--- src/rtl/collision_pkg.sv ---
// Shared types and helpers for the multi-wall collision scanner.
// Bird coordinates are held zero-extended to CW_MAX bits.
package collision_pkg;

    localparam int CW_MAX  = 16;
    localparam int VEC_MAX = 256;

    typedef enum logic [1:0] {
        IDLE,
        SCAN,
        DONE
    } state_t;

    typedef struct packed {
        logic [CW_MAX-1:0] xl;
        logic [CW_MAX-1:0] xr;
        logic [CW_MAX-1:0] yt;
        logic [CW_MAX-1:0] yb;
    } bird_t;

    // Coordinate i of a packed vector with cw-bit fields, zero-extended.
    function automatic logic [CW_MAX-1:0] slot(
        input logic [VEC_MAX-1:0] vec,
        input int unsigned        cw,
        input int unsigned        i
    );
        return CW_MAX'(vec >> (i * cw)) & CW_MAX'((32'd1 << cw) - 32'd1);
    endfunction

endpackage

--- src/rtl/collision_scanner_if.sv ---
// Control and result bundle between the game FSM and the scanner.
interface collision_scanner_if #(
    parameter int IDX_W   = 2,
    parameter int SCORE_W = 8
);
    logic               start;
    logic               clear_hit;
    logic               clear_score;
    logic               busy;
    logic               done;
    logic               hit;
    logic [IDX_W-1:0]   hit_wall;
    logic               bound_hit;
    logic [SCORE_W-1:0] score;
    logic               score_inc;

    modport master (
        output start, clear_hit, clear_score,
        input  busy, done, hit, hit_wall, bound_hit, score, score_inc
    );

    modport slave (
        input  start, clear_hit, clear_score,
        output busy, done, hit, hit_wall, bound_hit, score, score_inc
    );
endinterface

--- src/rtl/wall_overlap_check.sv ---
// Combinational bird-versus-single-wall test: collision, pass and re-arm.
module wall_overlap_check #(
    parameter int COORD_W   = 8,
    parameter int INCLUSIVE = 1
) (
    input  logic [COORD_W-1:0] i_bird_xl,
    input  logic [COORD_W-1:0] i_bird_xr,
    input  logic [COORD_W-1:0] i_bird_yt,
    input  logic [COORD_W-1:0] i_bird_yb,
    input  logic [COORD_W-1:0] i_wall_xl,
    input  logic [COORD_W-1:0] i_wall_xr,
    input  logic [COORD_W-1:0] i_wall_yt,
    input  logic [COORD_W-1:0] i_wall_yb,
    output logic               collide,
    output logic               passed_now,
    output logic               rearm
);
    logic w_in_x;
    logic w_touch_y;

    if (INCLUSIVE != 0) begin : g_incl
        assign w_in_x    = (i_bird_xr >= i_wall_xl) && (i_bird_xl <= i_wall_xr);
        assign w_touch_y = (i_bird_yt <= i_wall_yt) || (i_bird_yb >= i_wall_yb);
    end else begin : g_strict
        assign w_in_x    = (i_bird_xr > i_wall_xl) && (i_bird_xl < i_wall_xr);
        assign w_touch_y = (i_bird_yt < i_wall_yt) || (i_bird_yb > i_wall_yb);
    end

    assign collide    = w_in_x && w_touch_y;
    assign passed_now = i_bird_xl > i_wall_xr;
    // Bird entirely left of the wall: the slot has respawned ahead of it.
    assign rearm      = i_bird_xr < i_wall_xl;

endmodule

--- src/rtl/collision_scanner.sv ---
// Per-frame scan of NUM_WALLS wall slots against a snapshotted bird box,
// producing sticky hit/boundary flags and a saturating pass score.
module collision_scanner
    import collision_pkg::*;
#(
    parameter int COORD_W   = 8,
    parameter int NUM_WALLS = 4,
    parameter int IDX_W     = (NUM_WALLS > 1) ? $clog2(NUM_WALLS) : 1,
    parameter int SCREEN_H  = 120,
    parameter int SCORE_W   = 8,
    parameter int INCLUSIVE = 1
) (
    input  logic                         clk,
    input  logic                         resetn,
    input  logic [COORD_W-1:0]           bird_xleft,
    input  logic [COORD_W-1:0]           bird_xright,
    input  logic [COORD_W-1:0]           bird_ytop,
    input  logic [COORD_W-1:0]           bird_ybottom,
    input  logic [NUM_WALLS*COORD_W-1:0] wall_xleft,
    input  logic [NUM_WALLS*COORD_W-1:0] wall_xright,
    input  logic [NUM_WALLS*COORD_W-1:0] wall_topy,
    input  logic [NUM_WALLS*COORD_W-1:0] wall_bottomy,
    collision_scanner_if.slave           bus
);
    localparam int CNT_W = $clog2(NUM_WALLS + 1);
    localparam int SUM_W = SCORE_W + CNT_W;

    localparam logic [IDX_W-1:0]   IDX_LAST  = IDX_W'(NUM_WALLS - 1);
    localparam logic [SCORE_W-1:0] SCORE_MAX = '1;
    localparam logic [CW_MAX-1:0]  Y_BOT     = CW_MAX'(SCREEN_H - 1);

    state_t               r_state;
    state_t               w_next;
    bird_t                r_bird;
    logic [IDX_W-1:0]     r_idx;
    logic                 r_f_hit;
    logic [IDX_W-1:0]     r_f_idx;
    logic [CNT_W-1:0]     r_f_cnt;
    logic [NUM_WALLS-1:0] r_passed;
    logic                 r_hit;
    logic [IDX_W-1:0]     r_hit_wall;
    logic                 r_bound;
    logic [SCORE_W-1:0]   r_score;

    logic                 w_busy;
    logic                 w_done;
    logic                 w_collide;
    logic                 w_pass_now;
    logic                 w_rearm;
    logic                 w_bound;
    logic                 w_score_inc;
    logic [SUM_W-1:0]     w_sum;
    logic [SCORE_W-1:0]   w_score_sat;
    logic [CW_MAX-1:0]    w_wxl;
    logic [CW_MAX-1:0]    w_wxr;
    logic [CW_MAX-1:0]    w_wyt;
    logic [CW_MAX-1:0]    w_wyb;

    assign w_wxl = slot(VEC_MAX'(wall_xleft),   COORD_W, 32'(r_idx));
    assign w_wxr = slot(VEC_MAX'(wall_xright),  COORD_W, 32'(r_idx));
    assign w_wyt = slot(VEC_MAX'(wall_topy),    COORD_W, 32'(r_idx));
    assign w_wyb = slot(VEC_MAX'(wall_bottomy), COORD_W, 32'(r_idx));

    // Zero-extended operands give the same unsigned result as COORD_W compares.
    wall_overlap_check #(
        .COORD_W   (CW_MAX),
        .INCLUSIVE (INCLUSIVE)
    ) u_check (
        .i_bird_xl  (r_bird.xl),
        .i_bird_xr  (r_bird.xr),
        .i_bird_yt  (r_bird.yt),
        .i_bird_yb  (r_bird.yb),
        .i_wall_xl  (w_wxl),
        .i_wall_xr  (w_wxr),
        .i_wall_yt  (w_wyt),
        .i_wall_yb  (w_wyb),
        .collide    (w_collide),
        .passed_now (w_pass_now),
        .rearm      (w_rearm)
    );

    always_ff @(posedge clk or negedge resetn) begin
        if (!resetn) r_state <= IDLE;
        else         r_state <= w_next;
    end

    always_comb begin
        w_next = r_state;
        w_busy = 1'b0;
        w_done = 1'b0;
        unique case (r_state)
            IDLE: begin
                if (bus.start) w_next = SCAN;
            end
            SCAN: begin
                w_busy = 1'b1;
                if (r_idx == IDX_LAST) w_next = DONE;
            end
            DONE: begin
                w_busy = 1'b1;
                w_done = 1'b1;
                w_next = IDLE;
            end
            default: w_next = IDLE;
        endcase
    end

    always_ff @(posedge clk or negedge resetn) begin
        if (!resetn) begin
            r_bird   <= '0;
            r_idx    <= '0;
            r_f_hit  <= 1'b0;
            r_f_idx  <= '0;
            r_f_cnt  <= '0;
            r_passed <= '0;
        end else begin
            unique case (r_state)
                IDLE: begin
                    if (bus.start) begin
                        r_bird.xl <= CW_MAX'(bird_xleft);
                        r_bird.xr <= CW_MAX'(bird_xright);
                        r_bird.yt <= CW_MAX'(bird_ytop);
                        r_bird.yb <= CW_MAX'(bird_ybottom);
                        r_idx     <= '0;
                        r_f_hit   <= 1'b0;
                        r_f_idx   <= '0;
                        r_f_cnt   <= '0;
                    end
                end
                SCAN: begin
                    if (r_idx != IDX_LAST) r_idx <= r_idx + IDX_W'(1);
                    if (w_collide && !r_f_hit) begin
                        r_f_hit <= 1'b1;
                        r_f_idx <= r_idx;
                    end
                    if (w_pass_now && !r_passed[r_idx]) begin
                        r_passed[r_idx] <= 1'b1;
                        r_f_cnt         <= r_f_cnt + CNT_W'(1);
                    end else if (w_rearm) begin
                        r_passed[r_idx] <= 1'b0;
                    end
                end
                default: ;
            endcase
        end
    end

    assign w_bound     = (r_bird.yt == '0) || (r_bird.yb >= Y_BOT);
    assign w_sum       = SUM_W'(r_score) + SUM_W'(r_f_cnt);
    assign w_score_sat = (w_sum > SUM_W'(SCORE_MAX)) ? SCORE_MAX
                                                     : w_sum[SCORE_W-1:0];
    // A same-cycle clear_score suppresses the increment entirely.
    assign w_score_inc = w_done && !r_f_hit && (r_f_cnt != '0)
                         && !bus.clear_score;

    always_ff @(posedge clk or negedge resetn) begin
        if (!resetn) begin
            r_hit      <= 1'b0;
            r_hit_wall <= '0;
            r_bound    <= 1'b0;
            r_score    <= '0;
        end else begin
            if (bus.clear_hit) begin
                r_hit      <= 1'b0;
                r_hit_wall <= '0;
                r_bound    <= 1'b0;
            end
            if (bus.clear_score) r_score <= '0;
            // Frame results land after clears so a coincident set wins.
            if (w_done) begin
                if (r_f_hit) begin
                    r_hit <= 1'b1;
                    if (!r_hit || bus.clear_hit) r_hit_wall <= r_f_idx;
                end
                if (w_bound) r_bound <= 1'b1;
                if (w_score_inc) r_score <= w_score_sat;
            end
        end
    end

    assign bus.busy      = w_busy;
    assign bus.done      = w_done;
    assign bus.hit       = r_hit;
    assign bus.hit_wall  = r_hit_wall;
    assign bus.bound_hit = r_bound;
    assign bus.score     = r_score;
    assign bus.score_inc = w_score_inc;

endmodule

--- src/flat_wrapper.sv ---
// flat-port wrapper written by rule: the top's interface ports become plain ports
module collision_scanner_flat import collision_pkg::*;
#(
    parameter int COORD_W   = 8,
    parameter int NUM_WALLS = 4,
    parameter int IDX_W     = (NUM_WALLS > 1) ? $clog2(NUM_WALLS) : 1,
    parameter int SCREEN_H  = 120,
    parameter int SCORE_W   = 8,
    parameter int INCLUSIVE = 1
)
  (clk, resetn, bird_xleft, bird_xright, bird_ytop, bird_ybottom, wall_xleft, wall_xright, wall_topy, wall_bottomy, bus_start, bus_clear_hit, bus_clear_score, bus_busy, bus_done, bus_hit, bus_hit_wall, bus_bound_hit, bus_score, bus_score_inc);
  collision_scanner_if #(.IDX_W(IDX_W), .SCORE_W(SCORE_W)) bus_i ();
  input  logic clk;
  input  logic resetn;
  input  logic [COORD_W-1:0] bird_xleft;
  input  logic [COORD_W-1:0] bird_xright;
  input  logic [COORD_W-1:0] bird_ytop;
  input  logic [COORD_W-1:0] bird_ybottom;
  input  logic [NUM_WALLS*COORD_W-1:0] wall_xleft;
  input  logic [NUM_WALLS*COORD_W-1:0] wall_xright;
  input  logic [NUM_WALLS*COORD_W-1:0] wall_topy;
  input  logic [NUM_WALLS*COORD_W-1:0] wall_bottomy;
  input wire logic [$bits(bus_i.start)-1:0] bus_start;
  input wire logic [$bits(bus_i.clear_hit)-1:0] bus_clear_hit;
  input wire logic [$bits(bus_i.clear_score)-1:0] bus_clear_score;
  output wire logic [$bits(bus_i.busy)-1:0] bus_busy;
  output wire logic [$bits(bus_i.done)-1:0] bus_done;
  output wire logic [$bits(bus_i.hit)-1:0] bus_hit;
  output wire logic [$bits(bus_i.hit_wall)-1:0] bus_hit_wall;
  output wire logic [$bits(bus_i.bound_hit)-1:0] bus_bound_hit;
  output wire logic [$bits(bus_i.score)-1:0] bus_score;
  output wire logic [$bits(bus_i.score_inc)-1:0] bus_score_inc;
  assign bus_i.start = bus_start;
  assign bus_i.clear_hit = bus_clear_hit;
  assign bus_i.clear_score = bus_clear_score;
  assign bus_busy = bus_i.busy;
  assign bus_done = bus_i.done;
  assign bus_hit = bus_i.hit;
  assign bus_hit_wall = bus_i.hit_wall;
  assign bus_bound_hit = bus_i.bound_hit;
  assign bus_score = bus_i.score;
  assign bus_score_inc = bus_i.score_inc;
  collision_scanner #(.COORD_W(COORD_W), .NUM_WALLS(NUM_WALLS), .IDX_W(IDX_W), .SCREEN_H(SCREEN_H), .SCORE_W(SCORE_W), .INCLUSIVE(INCLUSIVE)) u_core (.clk(clk), .resetn(resetn), .bird_xleft(bird_xleft), .bird_xright(bird_xright), .bird_ytop(bird_ytop), .bird_ybottom(bird_ybottom), .wall_xleft(wall_xleft), .wall_xright(wall_xright), .wall_topy(wall_topy), .wall_bottomy(wall_bottomy), .bus(bus_i));
endmodule
--- config.mk ---
export PLATFORM = sky130hd
export DESIGN_NAME = collision_scanner_flat
export DESIGN_NICKNAME = d
export VERILOG_FILES = /design/src/rtl/collision_pkg.sv /design/src/rtl/collision_scanner_if.sv /design/src/rtl/wall_overlap_check.sv /design/src/rtl/collision_scanner.sv /design/src/flat_wrapper.sv
export SDC_FILE = /design/constraint.sdc
export NUM_CORES = 1
export LEC_CHECK = 0
export CAP_MARGIN = 5
export CORE_UTILIZATION = 25
export CTS_CLUSTER_DIAMETER = 40
export DETAILED_ROUTE_END_ITERATION = 7
export PLACE_DENSITY_LB_ADDON = 0.08
export SKIP_LAST_GASP = 1
export SLEW_MARGIN = 20
export SYNTH_ARGS = -nofsm -noshare
export SYNTH_HDL_FRONTEND = slang
export SYNTH_HIERARCHICAL = 1
export SYNTH_SLANG_ARGS = --single-unit
--- constraint.sdc ---
create_clock -name clk -period 3.5 [get_ports clk]
set_input_delay 0.35 -clock clk [delete_from_list [all_inputs] [get_ports clk]]
set_output_delay 0.35 -clock clk [all_outputs]
set_load 0.02 [all_outputs]
Yosys cells after proc, flatten, opt, wreduce, memory -nomap -nowiden
Cells that the tools add are included.
Cells by class
  add/subtract/negate cells: 3
  $lt $le $gt $ge: 10
  equal/unequal tests: 9
  shifts and indexed selects: 4
  muxes and demuxes: 36
  bitwise operators: 3
  reduce and logical (&&, ||, !) cells: 27
Operators by type and width (count)
  32-bit by 5-bit right shift with 8-bit output: 4
  8-bit 2-to-1 mux: 4
  2-bit 2-to-1 mux: 9
  8-bit >= comparator: 2
  8-bit less-or-equal comparator: 2
  16-bit logical NOT: 1
  1-bit 2-to-1 mux: 12
  2-bit case mux with 2 select lines: 3
  11-bit by 8-bit greater-than comparator with 1-bit output (second input constant): 1
  8-bit by 3-bit adder with 9-bit output: 1
  3-bit AND reduction: 3
  8-bit by 7-bit >= comparator with 1-bit output (second input constant): 1
  8-bit greater-than comparator: 1
  1-bit logical AND: 8
  8-bit less-than comparator: 1
  4-bit 2-to-1 mux: 2
  2-bit by 1-bit != test with 1-bit output (second input constant): 4
  3-bit 2-to-1 mux: 2
  3-bit case mux with 2 select lines: 1
  2-bit AND reduction: 3
  4-bit AND: 1
  2-bit == test (second input constant): 2
  1-bit logical NOT: 4
  2-bit != test (second input constant): 2
  other kinds (15): 18
Storage, ports and cells
  register bits after elaboration: 58
  input port bits: 165
  output and inout bits: 15
  logic and storage cells: 106

Longest topological paths before layout
  depth in word-level cells: 8
  gate-level depth with buffers: 15
  mapped depth without buffers: 13

Modules after synthesis
Netlist, hierarchy kept.
By module, submodules not included
  collision_scanner: times used 1, cells each 262, area each 3474.6 µm², sequential area each 1451.4 µm²
  wall_overlap_check: times used 1, cells each 232, area each 1654.1 µm², sequential area each 0.0 µm²

Worst setup path before layout
Ideal clock, no wire load.
  path kind: register to register
  from: reg u_core.r_idx[1]
  to: reg u_core.r_f_idx[1]
  setup time: 0.083 ns
  data arrival time: 2.938 ns
  slack: 0.479 ns
  cell stages (with the launch flop): 16
  path buffers: 2
  cells stage by stage: dfrtp_1 clkbuf_1 buf_1 mux4_2 inv_1 ha_1 nor2b_1 o211ai_2 a21oi_1 o31ai_2 a21oi_1 a211oi_2 nand2b_1 nor2b_1 a22oi_1 o21ai_0
Between the ends
  word-level cells in the longest chain between the ends: 7
  elaborated cells between the ends (all ways): 16
RTL lines
  start: declaration: RTL line collision_scanner.sv:35  | logic [IDX_W-1:0] r_idx;
  start signal: assignment: RTL line collision_scanner.sv:131  | if (r_idx != IDX_LAST) r_idx <= r_idx + IDX_W'(1);
  32-bit by 5-bit right shift with 8-bit output: RTL line collision_pkg.sv:27  | return CW_MAX'(vec >> (i * cw)) & CW_MAX'((32'd1 << cw) - 32'd1);
  named net u_core.w_wxr[1]: RTL line collision_scanner.sv:55  | logic [CW_MAX-1:0] w_wxr;
  8-bit less-or-equal comparator: RTL line wall_overlap_check.sv:22  | assign w_in_x = (i_bird_xr >= i_wall_xl) && (i_bird_xl <= i_wall_xr);
  1-bit logical AND: RTL line wall_overlap_check.sv:22
  1-bit logical AND: RTL line wall_overlap_check.sv:29  | assign collide = w_in_x && w_touch_y;
  named net u_core.w_collide: RTL line collision_scanner.sv:47  | logic w_collide;
  1-bit logical AND: RTL line collision_scanner.sv:132  | if (w_collide && !r_f_hit) begin
  2-bit by 1-bit != test with 1-bit output (no source line)
  3-bit AND reduction (no source line)
  end signal: assignment: RTL line collision_scanner.sv:134  | r_f_idx <= r_idx;
  end: declaration: RTL line collision_scanner.sv:37  | logic [IDX_W-1:0] r_f_idx;
The timed path passes the listed nets, and every way through them passes these cells. The select of a mux whose other input is x is not followed.
A chain may end at the register's enable or synchronous reset.

Worst setup path in the final report
  from: reg u_core.r_idx[1]
  to: reg u_core.r_f_idx[1]
Between the ends
  word-level cells in the longest chain between the ends: 7
  elaborated cells between the ends (all ways): 16
RTL lines
  32-bit by 5-bit right shift with 8-bit output: RTL line collision_pkg.sv:27
  named net u_core.w_wyb[0]: RTL line collision_scanner.sv:57  | logic [CW_MAX-1:0] w_wyb;
  8-bit >= comparator: RTL line wall_overlap_check.sv:23  | assign w_touch_y = (i_bird_yt <= i_wall_yt) || (i_bird_yb >= i_wall_yb);
  1-bit logical OR: RTL line wall_overlap_check.sv:23
  1-bit logical AND: RTL line wall_overlap_check.sv:29
  named net u_core.w_collide: RTL line collision_scanner.sv:47
  1-bit logical AND: RTL line collision_scanner.sv:132
  2-bit by 1-bit != test with 1-bit output (no source line)
  3-bit AND reduction (no source line)
The timed path passes the listed nets, and every way through them passes these cells. The select of a mux whose other input is x is not followed.

==> summary.md <==
| Metric | Value |
|---|---|
| Status | complete, no violations |
| Seq pwr share | 25.2% |
| Crit-path slowest cell | dfrtp_2 |
| Share of cells above drive strength 1 | 13.1% |
| Average routed wire per standard cell | 13.8 um |
| Crit path required time | 3750 ps |
| Critical path depth in cells | 13 |
| Max stage delay on crit path | 580 ps |
| Die X-Extent | 145 um |
| Minimum clock period | 3140 ps |
| CP delay by family, top | simple AND/OR/NAND/NOR gates |
| Final clock skew | 5.92 ps |
| Power share of the combinational group | 54.5% |
| CTS H-tree lvls | 3 |
| Die Y | 145 um |
| FMAX | 0.318 GHz |
| Final hold vios | 0 |
| Internal power | 2.91 mW |
| Hold Crit Class | in2async |
| Largest net degree at the start of global routing | 39 |
| CTS Sinks | 58 |
| RePlAce Congestion | 0.787 |
| Final hold slack | 163 ps |
| Starting Density | 25.4% |
| Startpoint Class | register |
| RSZ-0062 raised after global routing | false |
| Worst slew pin tran | 968 ps |
| Synth cell count leaders | ha_1 (77), inv_1 (77), dfrtp_1 (58) |
| Ys async rst share | 100% |
| Switch share | 37.5% |
| Global-route wire length before repair | 23.5 mm |
| Area contributors post-synth | dfrtp_1 (28%), ha_1 (19%), mux4_2 (14%) |
| Iteration-0 DRC Markers | 124 |
| Final setup viols | 0 |
| TritonCTS clock tree | built |
| Root buf cell | clkbuf_16 |
| Max-cap violations | 0 |
| Cell Pwr Density | 597 nW/um2 |
| CTS buffer count | 9 |
| Die footprint | 21100 um2 |
| Met1 global-route usage | 16.1% |
| I/O Pins | 180 |
| CP endpoint kind | register |
| Initial DRT Pass Iterations | 4 |
| Global route overflow | 0 |
| Register-to-Register Path Depth | 13 |
| Worst-path cell chain | buf_4 -> mux4_2 -> ha_1 -> nand2b_4 -> a2111oi_4 -> nor4_1 -> o211ai_1 -> and3_1 -> a211oi_2 -> nand2b_1 -> nor2b_1 -> a22oi_1 -> o21ai_0 |
| Total Routing Usage GR | 14.0% |
| Critical path class | reg2reg |
| GR peak layer | met2 |
| Leakage | 3.42 nW |
| Peak supply drop | 0.255 mV |
| Synth Flop Type | dfrtp_1 |
| Core area | 20200 um2 |
| Post-Route WL | 13.9 mm |
| Row count | 52 |
| CP Buf/Inv Count | 1 |
| Clk slew on worst S/H paths | 60 ps |
| Met2 Use GR | 25.6% |
| EDFF count, synth | 0 |
| Vias in the first global route | 4863 |
| Post-Syn Area | 5130 um2 |
| ANT nets after route | 0 |
| Post-CTS Setup Inserts | 0 |
| Vias | 4495 |
| Sum Neg Setup Slack | 0 ps |
| DR vias/cell | 4.44 |
| Multi-input gate area | 3530 um2 |
| Relative slew margins | 35.4% |
| Initial antenna violation count | 0 |
| YS warnings | 6 |
| Flops & latches, synth | 58 |
| Ant. Diodes | 0 |
| Top cell type's share of synthesized area | 28.3% |
| Final nets | 981 |
| Syn_area_per_cell | 10.4 um2 |
| Met3 usage | 3.52% |
| Biggest area consumer among synthesized cells | dfrtp_1 |
| Sequential share of the synthesized area | 28.3% |
| Clock share of power | 20.4% |
| Clk Latency, worst-skew pair | 330 ps |
| Final period util | 89.8% |
| Switching Power | 1.75 mW |
| Area Growth Syn to Fin | 52.3% |
| Slew Viols, Final | 0 |
| # hold bufs at CTS | 0 |
| Port bufs | 179 |
| Reg area | 1450 um2 |
| Yosys cell types | 51 |
| Final HPWL DP | 11.1 mm |
| Worst EP arrival | 3390 ps |
| Post-Syn Instances | 494 |
| Worst-path maximum fanout | 13 |
| FILL cells | 1991 |
| Clock buffer depth | 2 |
| Cts repair resizes | 0 |
| Drt drc | 0 |
## state kept, by name, indices dropped and copies added (netlist names), named ones only
signal,cells
u_core/bus.bound_hit,1
u_core/bus.hit,1
u_core/bus.hit_wall,2
u_core/bus.score,8
u_core/r_bird,32
u_core/r_f_cnt,3
u_core/r_f_hit,1
u_core/r_f_idx,2
u_core/r_idx,2
u_core/r_state,2
## layout make-up
class                   count  area share [%]
flip-flops and latches     58            18.6
repair buffers            185            23.9
well taps                 270            4.33
inverters                  78            3.91
multi-input cells         406            45.3
clock buffers               9            2.88
clock inverters             6            1.06
## power groups by stage
stage / clock (mW) / combinational [mW] / sequential, mW
after floorplan: 0 / 1.86 / 1.11
after global placement: 0 / 2.51 / 1.18
after detailed placement: 0 / 2.56 / 1.19
after CTS: 0.993 / 2.57 / 1.18
after global routing: 1.01 / 2.88 / 1.22
final: 0.950 / 2.54 / 1.17
## path summary, 6_finish.rpt
check	startpoint	to	slack [ps]
min reg2reg	register	register	500
min	resetn	u_core/r_bird[2]$_DFFE_PN0P_	160
max reg2reg	u_core/r_idx[1]$_DFFE_PN0P_	u_core/r_f_idx[1]$_DFFE_PN0P_	360
max	u_core/r_idx[1]$_DFFE_PN0P_	u_core/r_f_idx[1]$_DFFE_PN0P_	360
max in group asynchronous	resetn	u_core/r_idx[1]$_DFFE_PN0P_	2430
min in group clk	register	register	500
## cell families after synthesis
family,after synthesis,share of synthesized area (%)
AOI/OAI and AO/OA,101,13.3
and+or+nand+nor,96,9.61
buffers and inverters,93,7.44
adders and majority gates,78,19.2
muxes,66,21.9
DFF,58,28.3
other,1,0.0731
xor gates and xnor gates,1,0.171
## routing by layer
| layer | share of wire [%] | vias to the layer above |
|---|---|---|
| met3 | 4.4 | 10 |
| li1 | - | 2244 |
| met4 | 0.96 | 0 |
| met5 | 0 | - |
| met2 | 52 | 103 |
| met1 | 43 | 2138 |
## cells in the final DEF (no fill, tap or decap), drive strengths merged, types with 5 or more instances in the layout
| cell type | instances |
|---|---|
| buf | 7 |
| a21oi | 37 |
| a21o | 10 |
| nand2b | 5 |
| conb | 64 |
| inv | 77 |
| nor2b | 5 |
| nor4 | 5 |
| mux4 | 33 |
| mux2 | 33 |
| a22o | 5 |
| nand2 | 31 |
| o21ai | 16 |
| dfrtp | 58 |
| nand3 | 14 |
| ha | 77 |
| nand4 | 12 |
| nor2 | 14 |
| clkbuf | 9 |
| clkdlybuf4s50 | 178 |
| a211oi | 6 |
## stage by stage
| step | worst slack [ps] | power (mW) | utilization, % | instances | cell area, um2 |
|---|---|---|---|---|---|
| 6_report | 356 | 4.66 | 38.7 | 1012 | 7810 |
| 5_1_grt | 134 | 5.11 | 38.7 | 1012 | 7810 |
| 4_1_cts | 307 | 4.75 | 38.7 | 1012 | 7810 |
| 3_5_place_dp | 307 | 3.75 | 37.2 | 997 | 7500 |
| 3_3_place_gp | 395 | 3.70 | 37.2 | 997 | 7500 |
| 2_1_floorplan | 479 | 2.97 | - | 557 | 5370 |
Note: power is estimated with default switching activity, not from simulation.
